[src/rtl/prga_stage.sv]
// ---------------------------------------------------------------------------
// prga_stage
//
// RC4 pseudo-random generation stage. The S-box RAM has already been
// permuted by the upstream key-scheduling stage. This block reads a
// length-prefixed ciphertext message from a ROM, generates one keystream byte
// per message byte (updating S in place), and writes the plaintext to a RAM.
// It also reports whether every decrypted byte was printable ASCII.
//
// Ports
//   clk        : system clock, all state updates on the rising edge
//   rst_n      : asynchronous active-low reset
//   en         : start request, only honoured while rdy=1
//   rdy        : idle and able to accept en
//   ok         : last completed run produced only bytes in 0x20..0x7E
//   s_addr     : S RAM address (read and write)
//   s_rddata   : S RAM read data, one-cycle synchronous latency
//   s_wrdata   : S RAM write data
//   s_wren     : S RAM write enable
//   ct_addr    : ciphertext ROM address
//   ct_rddata  : ciphertext ROM data, one-cycle latency
//   pt_addr    : plaintext RAM address
//   pt_wrdata  : plaintext RAM write data
//   pt_wren    : plaintext RAM write enable
// ---------------------------------------------------------------------------
module prga_stage (
  input  logic       clk,
  input  logic       rst_n,
  input  logic       en,
  output logic       rdy,
  output logic       ok,
  output logic [7:0] s_addr,
  input  logic [7:0] s_rddata,
  output logic [7:0] s_wrdata,
  output logic       s_wren,
  output logic [7:0] ct_addr,
  input  logic [7:0] ct_rddata,
  output logic [7:0] pt_addr,
  output logic [7:0] pt_wrdata,
  output logic       pt_wren
);

  typedef enum logic [2:0] {
    IDLE,
    RD_LEN,
    RD_SI,
    RD_SJ,
    WR_SWAP,
    RD_PAD,
    WR_PT,
    DONE
  } state_t;

  state_t     state_q, state_d;

  // Sub-step within a state. For read states phase 0 is the cycle in which
  // the memory samples the address and phase 1 is when its data is valid.
  // In WR_SWAP phase 0 drives the S[i] write and phase 1 drives the S[j] write.
  logic       phase_q, phase_d;

  logic [7:0] i_q, i_d;
  logic [7:0] j_q, j_d;
  logic [7:0] si_q, si_d;
  logic [7:0] sj_q, sj_d;
  logic [7:0] ct_q, ct_d;
  logic [7:0] len_q, len_d;
  logic [7:0] k_q, k_d;
  logic       ok_run_q, ok_run_d;

  logic       rdy_q, rdy_d;
  logic       ok_q, ok_d;
  logic [7:0] s_addr_q, s_addr_d;
  logic [7:0] s_wrdata_q, s_wrdata_d;
  logic       s_wren_q, s_wren_d;
  logic [7:0] ct_addr_q, ct_addr_d;
  logic [7:0] pt_addr_q, pt_addr_d;
  logic [7:0] pt_wrdata_q, pt_wrdata_d;
  logic       pt_wren_q, pt_wren_d;

  logic [7:0] pt_byte;

  function automatic logic is_printable(input logic [7:0] b);
    return (b >= 8'h20) && (b <= 8'h7E);
  endfunction

  // Next-state and next-output logic. All outputs are registered, so every
  // memory access is set up here one cycle before it appears on the ports.
  always_comb begin
    state_d     = state_q;
    phase_d     = 1'b0;
    i_d         = i_q;
    j_d         = j_q;
    si_d        = si_q;
    sj_d        = sj_q;
    ct_d        = ct_q;
    len_d       = len_q;
    k_d         = k_q;
    ok_run_d    = ok_run_q;
    rdy_d       = rdy_q;
    ok_d        = ok_q;
    s_addr_d    = s_addr_q;
    s_wrdata_d  = s_wrdata_q;
    s_wren_d    = 1'b0;
    ct_addr_d   = ct_addr_q;
    pt_addr_d   = pt_addr_q;
    pt_wrdata_d = pt_wrdata_q;
    pt_wren_d   = 1'b0;

    // S[(S[i]+S[j])] arrives on s_rddata during RD_PAD phase 1
    pt_byte     = s_rddata ^ ct_q;

    case (state_q)
      IDLE: begin
        if (en) begin
          state_d   = RD_LEN;
          rdy_d     = 1'b0;
          i_d       = 8'h00;
          j_d       = 8'h00;
          ok_run_d  = 1'b1;
          ct_addr_d = 8'h00;
        end
      end

      RD_LEN: begin
        if (!phase_q) begin
          phase_d = 1'b1;
        end else begin
          len_d       = ct_rddata;
          k_d         = 8'h00;
          pt_addr_d   = 8'h00;
          pt_wrdata_d = ct_rddata;
          pt_wren_d   = 1'b1;
          state_d     = WR_PT;
        end
      end

      // i was already advanced and placed on s_addr when entering this
      // state; the ciphertext byte k is fetched in parallel.
      RD_SI: begin
        if (!phase_q) begin
          phase_d = 1'b1;
        end else begin
          si_d     = s_rddata;
          ct_d     = ct_rddata;
          j_d      = j_q + s_rddata;
          s_addr_d = j_q + s_rddata;
          state_d  = RD_SJ;
        end
      end

      RD_SJ: begin
        if (!phase_q) begin
          phase_d = 1'b1;
        end else begin
          sj_d       = s_rddata;
          s_addr_d   = i_q;
          s_wrdata_d = s_rddata;
          s_wren_d   = 1'b1;
          state_d    = WR_SWAP;
        end
      end

      // After the swap S[i]=sj and S[j]=si, so the pad index is si+sj
      // whichever way round. The pad read is issued a cycle after the
      // S[j] write, so it always sees the updated contents.
      WR_SWAP: begin
        if (!phase_q) begin
          phase_d    = 1'b1;
          s_addr_d   = j_q;
          s_wrdata_d = si_q;
          s_wren_d   = 1'b1;
        end else begin
          s_addr_d = si_q + sj_q;
          state_d  = RD_PAD;
        end
      end

      RD_PAD: begin
        if (!phase_q) begin
          phase_d = 1'b1;
        end else begin
          pt_addr_d   = k_q;
          pt_wrdata_d = pt_byte;
          pt_wren_d   = 1'b1;
          if (!is_printable(pt_byte)) begin
            ok_run_d = 1'b0;
          end
          state_d = WR_PT;
        end
      end

      // k is the index just written; k=0 is the length byte, which is
      // excluded from the printable check.
      WR_PT: begin
        if (k_q == len_q) begin
          state_d = DONE;
        end else begin
          k_d       = k_q + 8'd1;
          i_d       = i_q + 8'd1;
          s_addr_d  = i_q + 8'd1;
          ct_addr_d = k_q + 8'd1;
          state_d   = RD_SI;
        end
      end

      DONE: begin
        state_d = IDLE;
        rdy_d   = 1'b1;
        ok_d    = ok_run_q;
      end

      default: begin
        state_d = IDLE;
        rdy_d   = 1'b1;
      end
    endcase
  end

  // State and output registers.
  always_ff @(posedge clk or negedge rst_n) begin
    if (!rst_n) begin
      state_q     <= IDLE;
      phase_q     <= 1'b0;
      i_q         <= 8'h00;
      j_q         <= 8'h00;
      si_q        <= 8'h00;
      sj_q        <= 8'h00;
      ct_q        <= 8'h00;
      len_q       <= 8'h00;
      k_q         <= 8'h00;
      ok_run_q    <= 1'b0;
      rdy_q       <= 1'b1;
      ok_q        <= 1'b0;
      s_addr_q    <= 8'h00;
      s_wrdata_q  <= 8'h00;
      s_wren_q    <= 1'b0;
      ct_addr_q   <= 8'h00;
      pt_addr_q   <= 8'h00;
      pt_wrdata_q <= 8'h00;
      pt_wren_q   <= 1'b0;
    end else begin
      state_q     <= state_d;
      phase_q     <= phase_d;
      i_q         <= i_d;
      j_q         <= j_d;
      si_q        <= si_d;
      sj_q        <= sj_d;
      ct_q        <= ct_d;
      len_q       <= len_d;
      k_q         <= k_d;
      ok_run_q    <= ok_run_d;
      rdy_q       <= rdy_d;
      ok_q        <= ok_d;
      s_addr_q    <= s_addr_d;
      s_wrdata_q  <= s_wrdata_d;
      s_wren_q    <= s_wren_d;
      ct_addr_q   <= ct_addr_d;
      pt_addr_q   <= pt_addr_d;
      pt_wrdata_q <= pt_wrdata_d;
      pt_wren_q   <= pt_wren_d;
    end
  end

  assign rdy       = rdy_q;
  assign ok        = ok_q;
  assign s_addr    = s_addr_q;
  assign s_wrdata  = s_wrdata_q;
  assign s_wren    = s_wren_q;
  assign ct_addr   = ct_addr_q;
  assign pt_addr   = pt_addr_q;
  assign pt_wrdata = pt_wrdata_q;
  assign pt_wren   = pt_wren_q;

endmodule

[config.mk]
export PLATFORM = sky130hd
export DESIGN_NAME = prga_stage
export DESIGN_NICKNAME = d
export VERILOG_FILES = /design/src/rtl/prga_stage.sv
export SDC_FILE = /design/constraint.sdc
export NUM_CORES = 1
export LEC_CHECK = 0
export ABC_CLOCK_PERIOD_IN_PS = 5500
export BUFFER_PORTS_ARGS = -buffer_cell sky130_fd_sc_hd__buf_4
export CORE_MARGIN = 2
export CORE_UTILIZATION = 45
export CTS_BUF_LIST = sky130_fd_sc_hd__clkbuf_8
export DETAILED_ROUTE_END_ITERATION = 10
export HOLD_SLACK_MARGIN = 0.12
export SLEW_MARGIN = 20
export SYNTH_ARGS = -nofsm -noshare
export SYNTH_HDL_FRONTEND = slang
export SYNTH_SLANG_ARGS = --single-unit
[constraint.sdc]
create_clock -name clk -period 5.5 [get_ports clk]
set_input_delay 0.275 -clock clk [delete_from_list [all_inputs] [get_ports clk]]
set_output_delay 0.275 -clock clk [all_outputs]
set_load 0.01 [all_outputs]
==> flow_summary.json <==
{
  "status": "finished clean",
  "fin_crit_ns": 2.516,
  "rsz0062_at_grt": "no",
  "syn_nets": 601,
  "grt_use_total": 0.2082,
  "path_cells": "inv_1 > ha_1 > nand2_1 > nor2_1 > a21oi_2 > o21ai_0",
  "synth-edff-count": 0,
  "dp_cells": 768,
  "post-place-ws_ns": 2.588,
  "syn_inst": 560,
  "min_to": "ct_q[7]$_DFFE_PN0P_",
  "async_flop_share": 1.000,
  "utilization": 0.5151,
  "cellPowerDensity_mw_per_mm2": 559.3,
  "numCtsBuffers": 9,
  "worstPathRequired_ns": 5.75,
  "vias": 4227,
  "relSlewSlack": 0.4711,
  "cts.sinks": 105,
  "final_cell_mix": "104 x dfrtp_1, 71 x nand2_1, 64 x buf_4",
  "syn_to_final_growth_pct": 12.77,
  "critPathTopFamily": "compound AO/OA/AOI/OAI gates",
  "cts_tree": "done",
  "diodes": 0,
  "critical_path_buf_inv_count": 1,
  "hold_viol": 0,
  "timing.rr.start": "state_q[0]$_DFFE_PN0P_",
  "gp_congestion": 0.8559,
  "portBuffers": 62,
  "p_leak_nw": 2.941,
  "drive_above_1_share": 0.2150,
  "yosysWarnings": 0,
  "synth.distinct_cells": 60,
  "synth-seq-cells": 105,
  "synthTopCellsByArea": "dfrtp_1 46%, mux2_2 6.9%, o21ai_0 5.4%",
  "reg2reg_slack_ns": 2.98,
  "grt_overflow": 0,
  "antenna_left": 0,
  "cts-resized-gates": 0,
  "stdcell_count": 786,
  "synth-main-ff-cell": "dfrtp_1",
  "startpoint_type": "flop",
  "period_share": 0.4574,
  "skew_ns": 0.01840,
  "hold_buffers": 1,
  "grt_pass1_vias": 4016,
  "core_mm2": 0.01247,
  "clk_pin_slew_worst_paths_ns": 0.10,
  "fin_tns_setup_ns": 0,
  "start_util": 0.4568,
  "syn_area_mm2": 0.005694,
  "final_common_cell": "dfrtp_1",
  "die_w_um": 116.5,
  "drv_cap": 0,
  "grt_max_degree": 64,
  "setup_viol": 0,
  "syn_area_per_cell_um2": 10.17,
  "first_pass_iters": 5,
  "worstSetupPathType": "flop to flop",
  "critPathCaptureType": "flop",
  "synth-seq-area-share": 0.4617,
  "r2r-end": "s_wrdata[4]$_DFFE_PN0P_",
  "min-delay-start": "ct_rddata[7]",
  "worstSetupStartpoint": "state_q[0]$_DFFE_PN0P_",
  "synth.top_cell.area_share": 0.4570,
  "drt-total-wl_mm": 13.29,
  "cp_slowest_stage_delay_ns": 0.58,
  "io_pins": 63,
  "route.detailed.drc": 0,
  "hpwl_mm": 9.716,
  "hp-class": "input port to flop",
  "hold_path_depth": 2,
  "antenna_found_initial": 0,
  "final_nets": 650,
  "avgViaCountPerCell": 5.378,
  "worstRegToRegCells": 6,
  "wl_per_cell_um": 16.91,
  "vdd_drop_max_mv": 0.2949,
  "crit_slowest_cell": "nand2_1",
  "rows": 41,
  "grt_pass1_wl_mm": 21.57,
  "timing.final.ws_setup_ns": 2.984,
  "drt_iter0_markers": 380,
  "hold-worst-slack_ns": 0.1410,
  "fmax_ghz": 0.3975,
  "die_h_um": 116.5,
  "cp_max_fo": 17,
  "clock-root-buffer": "clkbuf_8",
  "h-tree-depth": 3,
  "tightest_slew_ns": 0.7934,
  "clk_latency_ns": 0.40,
  "post_cts_buffers": 0,
  "synth_top_cell_by_area": "dfrtp_1",
  "clock_path_buffers": 2,
  "design.die.area_mm2": 0.01357,
  "crit_arrival_ns": 2.77,
  "slew_viol_final": 0
}
-- sequential cells by signal (all words and copies together), names as in the netlist --
| signal | count |
|---|---|
| sj_q | 8 |
| si_q | 8 |
| s_wrdata | 8 |
| i_q | 8 |
| phase_q | 1 |
| ok | 1 |
| pt_addr | 8 |
| pt_wren | 1 |
| k_q | 8 |
| s_wren | 1 |
| ok_run_q | 1 |
| len_q | 8 |
| pt_wrdata | 8 |
| rdy | 1 |
| ct_addr | 8 |
| s_addr | 8 |
| j_q | 8 |
| state_q | 3 |
| ct_q | 8 |
-- cell families (layout without fill, tap and decap cells) --
logic type | count (synthesis) | in the layout | share of synthesized area
and+or+nand+nor | 158 | 158 | 0.1270
AOI/OAI and AO/OA | 145 | 145 | 0.1668
DFF | 105 | 105 | 0.4617
muxes | 52 | 52 | 0.1009
buffers and inverters | 45 | 99 | 0.04197
xor gates and xnor gates | 33 | 33 | 0.05076
adders and majority gates | 22 | 22 | 0.05098
-- stage by stage --
stage	power [mW]	cell area, µm²
global route	3.908	6421
floorplan	2.622	5694
CTS	3.613	6405
detailed placement	3.139	6215
finish	3.591	6421
global placement	3.096	6215
-- power by group --
group          total, mW  internal (mW)  switching [mW]
Combinational       1.82          0.831           0.989
Clock              0.469          0.180           0.289
Sequential          1.30           1.07           0.234
-- metal layers --
metal | up-vias | global-route usage | part of all wire | routed length, µm
met5 | - | 0 | 0 | 0
met4 | 0 | 0.03810 | 0.0070 | 93
met3 | 6 | 0.05656 | 0.041 | 539
met2 | 82 | 0.3120 | 0.47 | 6210
met1 | 2059 | 0.3069 | 0.49 | 6451
li1 | 2080 | - | - | -
-- how the worst max path moves through the flow --
stage	endpoint	cells after the start
6_report	s_wrdata[4]$_DFFE_PN0P_	6
2_1_floorplan	s_addr[7]$_DFFE_PN0P_	7
3_3_place_gp	s_wrdata[0]$_DFFE_PN0P_	6
3_5_place_dp	s_wrdata[4]$_DFFE_PN0P_	6
4_1_cts	s_wrdata[4]$_DFFE_PN0P_	6
5_1_grt	s_wrdata[1]$_DFFE_PN0P_	6
-- worst reg2reg max path: stages (launching register included) --
cell	delay [ns]
dfrtp_1	0.44
inv_1	0.09
ha_1	0.33
nand2_1	0.58
nor2_1	0.17
a21oi_2	0.55
o21ai_0	0.21
-- final cells by class --
| type | instances | area [µm²] |
|---|---|---|
| fillers | 1145 | 6045 |
| multi-input cells | 410 | 2833 |
| flip-flops and latches | 105 | 2629 |
| repair buffers | 66 | 500.5 |
| well taps | 172 | 215.2 |
| clock buffers | 10 | 137.6 |
| inverters | 17 | 63.81 |
| clock inverters | 6 | 42.54 |
-- cell usage after synthesis (2+ instances only) --
master and count:
nor2b_1 5, buf_1 2, nand4_1 2, a21oi_1 18, nand4_2 2, nor2_1 36, nand2_1 72, nor3_1 7
or3_1 2, o211ai_1 2, a211oi_1 4, fa_1 2, and2_4 2, clkbuf_1 5, nand2b_1 2, xnor2_1 22
a22o_1 4, dfrtp_1 104, o31a_1 3, buf_2 14, o21ai_1 2, mux2i_1 15, mux2_2 35, a211o_1 2
o31ai_1 17, inv_1 17, a21o_1 5, buf_6 7, ha_1 20, nand3b_1 2, o32ai_1 2, xor2_1 11
o21a_1 6, and3_1 7, o2111ai_1 2, o22ai_1 2, a31oi_1 3, o21ai_0 61, nand3_1 12, mux2_4 2
Note: power is estimated with default switching activity, not from simulation.
